[src/rtl/nes_oam_dma.sv]
// NES sprite DMA controller and CPU/DMA bus arbiter: copies one page to the OAM data port while the CPU is halted.
// Optional DMC sample-fetch arbitration is enabled with NES_OAM_DMA_DMC_ARB_EN.
module nes_oam_dma #(
    parameter logic [15:0] DMA_REG_ADDR  = 16'h4014,
    parameter logic [15:0] OAM_DATA_ADDR = 16'h2004,
    parameter int unsigned XFER_LEN      = 256
) (
    input  logic        clk,
    input  logic        nrst,
    input  logic [15:0] cpu_addr,
    input  logic [7:0]  cpu_dout,
    input  logic        cpu_nrw,
    output logic        cpu_rdy,
    output logic [15:0] bus_addr,
    output logic [7:0]  bus_dout,
    output logic        bus_nrw,
    input  logic [7:0]  bus_din,
    output logic        dma_busy
`ifdef NES_OAM_DMA_DMC_ARB_EN
    ,
    input  logic        dmc_req,
    input  logic [15:0] dmc_addr,
    output logic        dmc_ack,
    output logic [7:0]  dmc_data
`endif
);

    localparam logic [7:0] LAST_IDX = 8'(XFER_LEN - 1);

    typedef enum logic [2:0] {
        S_IDLE,
        S_HALT,
        S_ALIGN,
        S_READ,
        S_WRITE
    } state_t;

    state_t      r_state;
    logic        r_parity;
    logic [7:0]  r_page;
    logic [7:0]  r_idx;
    logic [7:0]  r_latch;
    logic        r_cpu_rdy;
    logic        r_busy;
    logic        w_trigger;

    assign w_trigger = (cpu_nrw == 1'b0) && (cpu_addr == DMA_REG_ADDR);

`ifdef NES_OAM_DMA_DMC_ARB_EN
    logic        r_dmc_only;
    logic        r_dmc_ack;
    logic [7:0]  r_dmc_data;
    logic        w_dmc_hit;

    // A DMC-only claim always spends its single get cycle on the DMC fetch.
    assign w_dmc_hit = (r_state == S_READ) && (dmc_req || r_dmc_only);
    assign dmc_ack   = r_dmc_ack;
    assign dmc_data  = r_dmc_data;
`endif

    always_ff @(posedge clk or negedge nrst) begin
        if (!nrst) begin
            r_state   <= S_IDLE;
            r_parity  <= 1'b0;
            r_page    <= '0;
            r_idx     <= '0;
            r_latch   <= '0;
            r_cpu_rdy <= 1'b1;
            r_busy    <= 1'b0;
`ifdef NES_OAM_DMA_DMC_ARB_EN
            r_dmc_only <= 1'b0;
            r_dmc_ack  <= 1'b0;
            r_dmc_data <= '0;
`endif
        end else begin
            r_parity <= ~r_parity;
`ifdef NES_OAM_DMA_DMC_ARB_EN
            r_dmc_ack <= 1'b0;
`endif
            case (r_state)
                S_IDLE: begin
                    if (w_trigger) begin
                        r_page    <= cpu_dout;
                        r_idx     <= '0;
                        r_cpu_rdy <= 1'b0;
                        r_busy    <= 1'b1;
                        r_state   <= S_HALT;
`ifdef NES_OAM_DMA_DMC_ARB_EN
                        r_dmc_only <= 1'b0;
                    end else if (dmc_req) begin
                        r_cpu_rdy  <= 1'b0;
                        r_busy     <= 1'b1;
                        r_dmc_only <= 1'b1;
                        r_state    <= S_HALT;
`endif
                    end
                end
                S_HALT: begin
                    // parity high now means the next cycle is a get cycle.
                    r_state <= r_parity ? S_READ : S_ALIGN;
                end
                S_ALIGN: begin
                    r_state <= S_READ;
                end
                S_READ: begin
`ifdef NES_OAM_DMA_DMC_ARB_EN
                    if (w_dmc_hit) begin
                        r_dmc_data <= bus_din;
                        r_dmc_ack  <= 1'b1;
                        if (r_dmc_only) begin
                            r_dmc_only <= 1'b0;
                            r_cpu_rdy  <= 1'b1;
                            r_busy     <= 1'b0;
                            r_state    <= S_IDLE;
                        end else begin
                            r_state <= S_ALIGN;
                        end
                    end else begin
                        r_latch <= bus_din;
                        r_state <= S_WRITE;
                    end
`else
                    r_latch <= bus_din;
                    r_state <= S_WRITE;
`endif
                end
                S_WRITE: begin
                    if (r_idx == LAST_IDX) begin
                        r_idx     <= '0;
                        r_cpu_rdy <= 1'b1;
                        r_busy    <= 1'b0;
                        r_state   <= S_IDLE;
                    end else begin
                        r_idx   <= r_idx + 8'd1;
                        r_state <= S_READ;
                    end
                end
                default: begin
                    r_state <= S_IDLE;
                end
            endcase
        end
    end

    always_comb begin
        bus_addr = cpu_addr;
        bus_dout = cpu_dout;
        bus_nrw  = cpu_nrw;
        case (r_state)
            S_ALIGN: begin
                bus_dout = r_latch;
                bus_nrw  = 1'b1;
            end
            S_READ: begin
                bus_addr = {r_page, r_idx};
                bus_dout = r_latch;
                bus_nrw  = 1'b1;
`ifdef NES_OAM_DMA_DMC_ARB_EN
                if (w_dmc_hit) begin
                    bus_addr = dmc_addr;
                end
`endif
            end
            S_WRITE: begin
                bus_addr = OAM_DATA_ADDR;
                bus_dout = r_latch;
                bus_nrw  = 1'b0;
            end
            default: begin
                bus_addr = cpu_addr;
            end
        endcase
    end

    assign cpu_rdy  = r_cpu_rdy;
    assign dma_busy = r_busy;

endmodule

[config.mk]
export PLATFORM = sky130hd
export DESIGN_NAME = nes_oam_dma
export DESIGN_NICKNAME = d
export VERILOG_FILES = /design/src/rtl/nes_oam_dma.sv
export SDC_FILE = /design/constraint.sdc
export NUM_CORES = 1
export LEC_CHECK = 0
export BUFFER_PORTS_ARGS = -buffer_cell sky130_fd_sc_hd__buf_2
export CAP_MARGIN = 20
export CORE_MARGIN = 2
export CORE_UTILIZATION = 45
export DETAILED_ROUTE_END_ITERATION = 10
export PLACE_DENSITY = 0.74
export SLEW_MARGIN = 20
export SYNTH_ARGS = -nofsm -noshare
export SYNTH_HDL_FRONTEND = slang
export SYNTH_SLANG_ARGS = --single-unit
[constraint.sdc]
create_clock -name clk -period 1.9 [get_ports clk]
set_input_delay 0.285 -clock clk [delete_from_list [all_inputs] [get_ports clk]]
set_output_delay 0.285 -clock clk [all_outputs]
set_load 0.01 [all_outputs]
Yosys cells after proc, flatten, opt, wreduce, memory -nomap -nowiden
Index checks and enable logic that the tools add are counted.

operators by class
  mux-type cells = 16
  bitwise gates (word level) = 2
  reductions and logical operators = 8
  $add $sub $neg = 1
  equality and inequality tests = 8

operator list
  cell                    count
  $pmux W16 S2            1
  $mux W8                 3
  $eq A16 B15 Y1 const B  1
  $pmux W8 S2             1
  $pmux W3 S5             1
  $add A8 B1 Y8 const B   1
  $eq A8 B8 Y1 const B    1
  $eq A3 B2 Y1 const B    2
  $pmux W1 S2             3
  $mux W1                 5
  $ne A2 B2 Y1 const B    2
  $reduce_and A2 Y1       2
  $eq A3 B1 Y1 const B    1
  $eq A3 B3 Y1 const B    1
  $logic_not A3 Y1        1
  $mux W3                 1
  $reduce_and A3 Y1       1
  $reduce_or A3 Y1        1
  $mux W2                 1
  $not A1 Y1              2
  $reduce_bool A2 Y1      1
  $reduce_or A2 Y1        1
  $logic_and A1 B1 Y1     1

word-level totals
  output and inout bits = 27
  register bits after elaboration = 30
  word-level logic and storage cells = 42

Longest topological paths before layout
  depth after elaboration = 4
  gate-level depth with buffers = 6
  gate-level depth less buffers = 5

Worst setup path after synthesis
OpenSTA, ideal clock, no wires.

  path kind = register -> output
  start = register r_state[1]
  end = output bus_addr[10]
  path buffers = 2
  cell stages (with the launch flop) = 6
  setup slack = 0.140 ns
  data required time = 1.615 ns
  data arrival time = 1.475 ns
  cell sequence = dfrtp_1 > buf_6 > nor3b_2 > nor2_1 > clkbuf_1 > a22o_1

between the ends
  word-level cells in the longest chain between the ends = 2
  elaborated cells between the ends (all ways) = 3
  those cells by class = eq/ne (2); mux (1)

ends and longest elaborated chain
  element                                              line  RTL
  start: declaration                                   38    state_t r_state;
  start signal: assignment                             100   r_state <= r_parity ? S_READ : S_ALIGN;
  $eq A3 B3 Y1 / $eq A3 B2 Y1 (equally long branches)  149   case (r_state)
  $pmux W16 S2 *                                       149
  end: declaration                                     14    output logic [15:0] bus_addr,

Every way passes the cells marked *; elsewhere a longest branch is shown, timed or not.

Final worst setup path
  start = register r_state[1]
  end = output bus_addr[9]

The elaborated chain is that of the path after synthesis.

==> summary.md <==
| Metric | Value |
|---|---|
| Status | `finished, violations left` |
| Failing checks | `negative hold slack, negative setup slack` |
| CP cell instances | `nand2_1 > nor2_4 > buf_4 > nor2_4 > a22o_1 > buf_2` |
| Post-DP HPWL | `3240 um` |
| Number of flops mapped to enable cells by yosys | `0` |
| Most frequent cells in the layout | `buf_2, dfrtp_1, mux2_2` |
| Largest net degree at the start of global routing | `31` |
| Core area | `3420 um2` |
| CP Launch Type | `flip-flop` |
| Asr flop ratio synth | `1.00` |
| Seq/Total Area, Yosys | `0.457` |
| Die width | `64.5 um` |
| Max Slew Vio Count | `0` |
| Post-synth net total | `185` |
| Slew headroom | `0.547` |
| Post-synthesis cell type count | `40` |
| R2R Path Start | `r_state[0]` |
| FILL cells | `277` |
| Fraction of layout cells with a size suffix above 1 | `0.536` |
| Final setup fails | `24` |
| Overall power | `3.44 mW` |
| Critical path arrival | `1.75 ns` |
| Clock buffer depth | `2` |
| Total track usage | `0.252` |
| Slowest stage delay, CP | `0.47 ns` |
| Leak | `1.14 nW` |
| 1st-iter DRT viols | `77` |
| Die Height | `64.5 um` |
| Total of max-cap violations | `0` |
| Initial antenna violation count | `0` |
| CP max-delay cell | `dfrtp_2` |
| Cell count after synthesis | `149` |
| Min Tclk post-route | `2.03 ns` |
| TritonRoute pass-1 iters | `4` |
| Final period util | `1.07` |
| Hold slack | `-0.0124 ns` |
| Final worst setup slack | `-0.132 ns` |
| Global-route wire length before repair | `7870 um` |
| Clock root cell | `clkbuf_4` |
| Final #Nets | `269` |
| Reg2reg end | `r_idx[7]` |
| Worst-path maximum fanout | `7` |
| CTS Hold Buffers Added | `0` |
| CP required | `1.62 ns` |
| Tightest Hold Check Type | `input port to async pin` |
| RSZ-0062 raised after global routing | `yes` |
| Ports | `62` |
| Setup Slack @ Placement | `-0.176 ns` |
| FF-to-FF setup slack | `0.09 ns` |
| Critical path class | `flip-flop to output port` |
| Syn avg cell area | `11.0 um2` |
| FF+latch count, synth | `30` |
| Post-route DRC | `0` |
| Clock-pin transition on the worst setup and hold timing paths | `0.09 ns` |
| Clock sink total | `30` |
| Placer Congestion | `0.891` |
| Maximum vdd drop | `0.800 mV` |
| I/O Buffers | `61` |
| PwrDens | `1470 nW/um2` |
| Die footprint | `4160 um2` |
| ANT nets after route | `0` |
| Clock skew | `0.00751 ns` |
| DR vias/cell | `5.64` |
| Number of global-route vias before repair | `1624` |
| Most used cell, CP | `nor2_4` |
| Final WL | `4990 um` |
| Worst Reg2Reg Path Length in Cells | `4` |
| Finished layout cell area | `2330 um2` |
| Vias | `1573` |
| Setup total negative slack | `-2.51 ns` |
| Final Hold Vio Count | `13` |
| Ys Warns | `0` |
| CTS tree | `built` |
| Worst-Skew Late Latency | `0.32 ns` |
| Most common cell after layout, fill and taps aside | `buf_2` |
| Synthesized area | `1650 um2` |
| Ant. Diodes | `0` |
| Num CTS Buffers | `5` |
| Initial Util | `0.482` |
| H-tree level count | `2` |
| Area growth syn-to-layout | `41.9%` |
| Critical Path Sink Type | `output port` |
| Post-synth top flop | `dfrtp_1` |
| # rows | `21` |
| Worst Tran Pin Value | `0.680 ns` |
| DR WL/cell | `17.9 um` |
| Fmax | `492 MHz` |
| DP Area | `2030 um2` |
| Total grt overflow | `0` |
-- final cells by class --
cell class                 count  area [um2]  area share
clock buffer                   7        45.0      0.0193
sequential                    30         756       0.324
tap                           46        57.6      0.0247
multi-input combinational    102         857       0.367
timing repair buffer          83         578       0.248
inverter                      11        41.3      0.0177
-- where the power goes --
group / switching [mW] / internal [mW] / total (mW)
clock network: 0.206 / 0.139 / 0.345
logic: 0.914 / 1.08 / 1.99
registers: 0.246 / 0.857 / 1.10
-- worst max-delay path, delay by kind of cell, from the launching register on --
family	cells	cell delay [ns]
flip-flops	1	0.47
buffers and inverters	2	0.27
AO/OA/AOI/OAI	1	0.20
AND/OR/NAND/NOR	3	0.48
-- metrics by stage --
stage	hold slack, ns	cells	utilization
after global routing	0.0256	279	0.684
after detailed placement	0.360	258	0.595
final	-0.0124	279	0.684
after global placement	0.356	258	0.595
after floorplan	-0.0106	149	-
after CTS	0.00466	273	0.666
-- how the worst max path moves through the flow --
stage	start	end	slack, ns	depth (start not counted)
2_1_floorplan	r_state[1]	bus_addr[10]	0.14	5
3_3_place_gp	r_state[2]	bus_addr[15]	-0.09	4
3_5_place_dp	r_state[2]	bus_addr[9]	-0.18	4
4_1_cts	r_state[2]	bus_addr[9]	-0.13	5
5_1_grt	r_state[1]	bus_dout[3]	-0.19	5
6_report	r_state[1]	bus_addr[9]	-0.13	6
-- cells by family after synthesis --
logic type / after synthesis / synth area share
XOR/XNOR: 1 / 0.00532
AND/OR/NAND/NOR: 39 / 0.132
adder cells (fa/ha/maj): 1 / 0.00760
buffers and inverters: 18 / 0.0517
multiplexers: 26 / 0.176
AO/OA/AOI/OAI: 34 / 0.170
flip-flops: 30 / 0.457
-- synth_stat cells (2+ instances only) --
| cell type | count | share of area |
|---|---|---|
| dfrtp_1 | 29 | 0.44 |
| mux2_2 | 22 | 0.15 |
| a22o_1 | 14 | 0.075 |
| inv_1 | 11 | 0.025 |
| nand2_1 | 10 | 0.023 |
| nor2_1 | 8 | 0.018 |
| nand3_1 | 5 | 0.015 |
| o211ai_1 | 4 | 0.018 |
| o21ai_0 | 4 | 0.012 |
| clkbuf_1 | 3 | 0.0068 |
| nor4_1 | 3 | 0.011 |
| buf_2 | 2 | 0.0061 |
| buf_6 | 2 | 0.014 |
| mux2_1 | 2 | 0.014 |
| mux2i_1 | 2 | 0.012 |
| nand4_1 | 2 | 0.0076 |
| o31ai_1 | 2 | 0.0091 |
| or3_1 | 2 | 0.0076 |
-- flip-flops by register name, indices dropped and copies added, names as in the netlist --
register  flops
dma_busy      1
r_state       3
r_latch       8
r_idx         8
r_page        8
cpu_rdy       1
r_parity      1
-- layer usage --
metal | share of wire | vias up | global-route usage
li1 | - | 720 | -
met1 | 0.38 | 778 | 0.295
met2 | 0.54 | 63 | 0.462
met3 | 0.063 | 12 | 0.0608
met4 | 0.020 | 0 | 0.0612
met5 | 0 | - | 0
-- what timing repair did --
| item | in CTS | in global routing |
|---|---|---|
| setup endpoints to repair | 24 | 29 |
| gates resized for setup | 19 | 3 |
| pin swaps | 6 | 1 |
| hold endpoints to repair | 0 | 0 |
| cloned | 1 | 1 |
| buffers inserted | 7 | 7 |
Power figures use the tool's default switching activity.
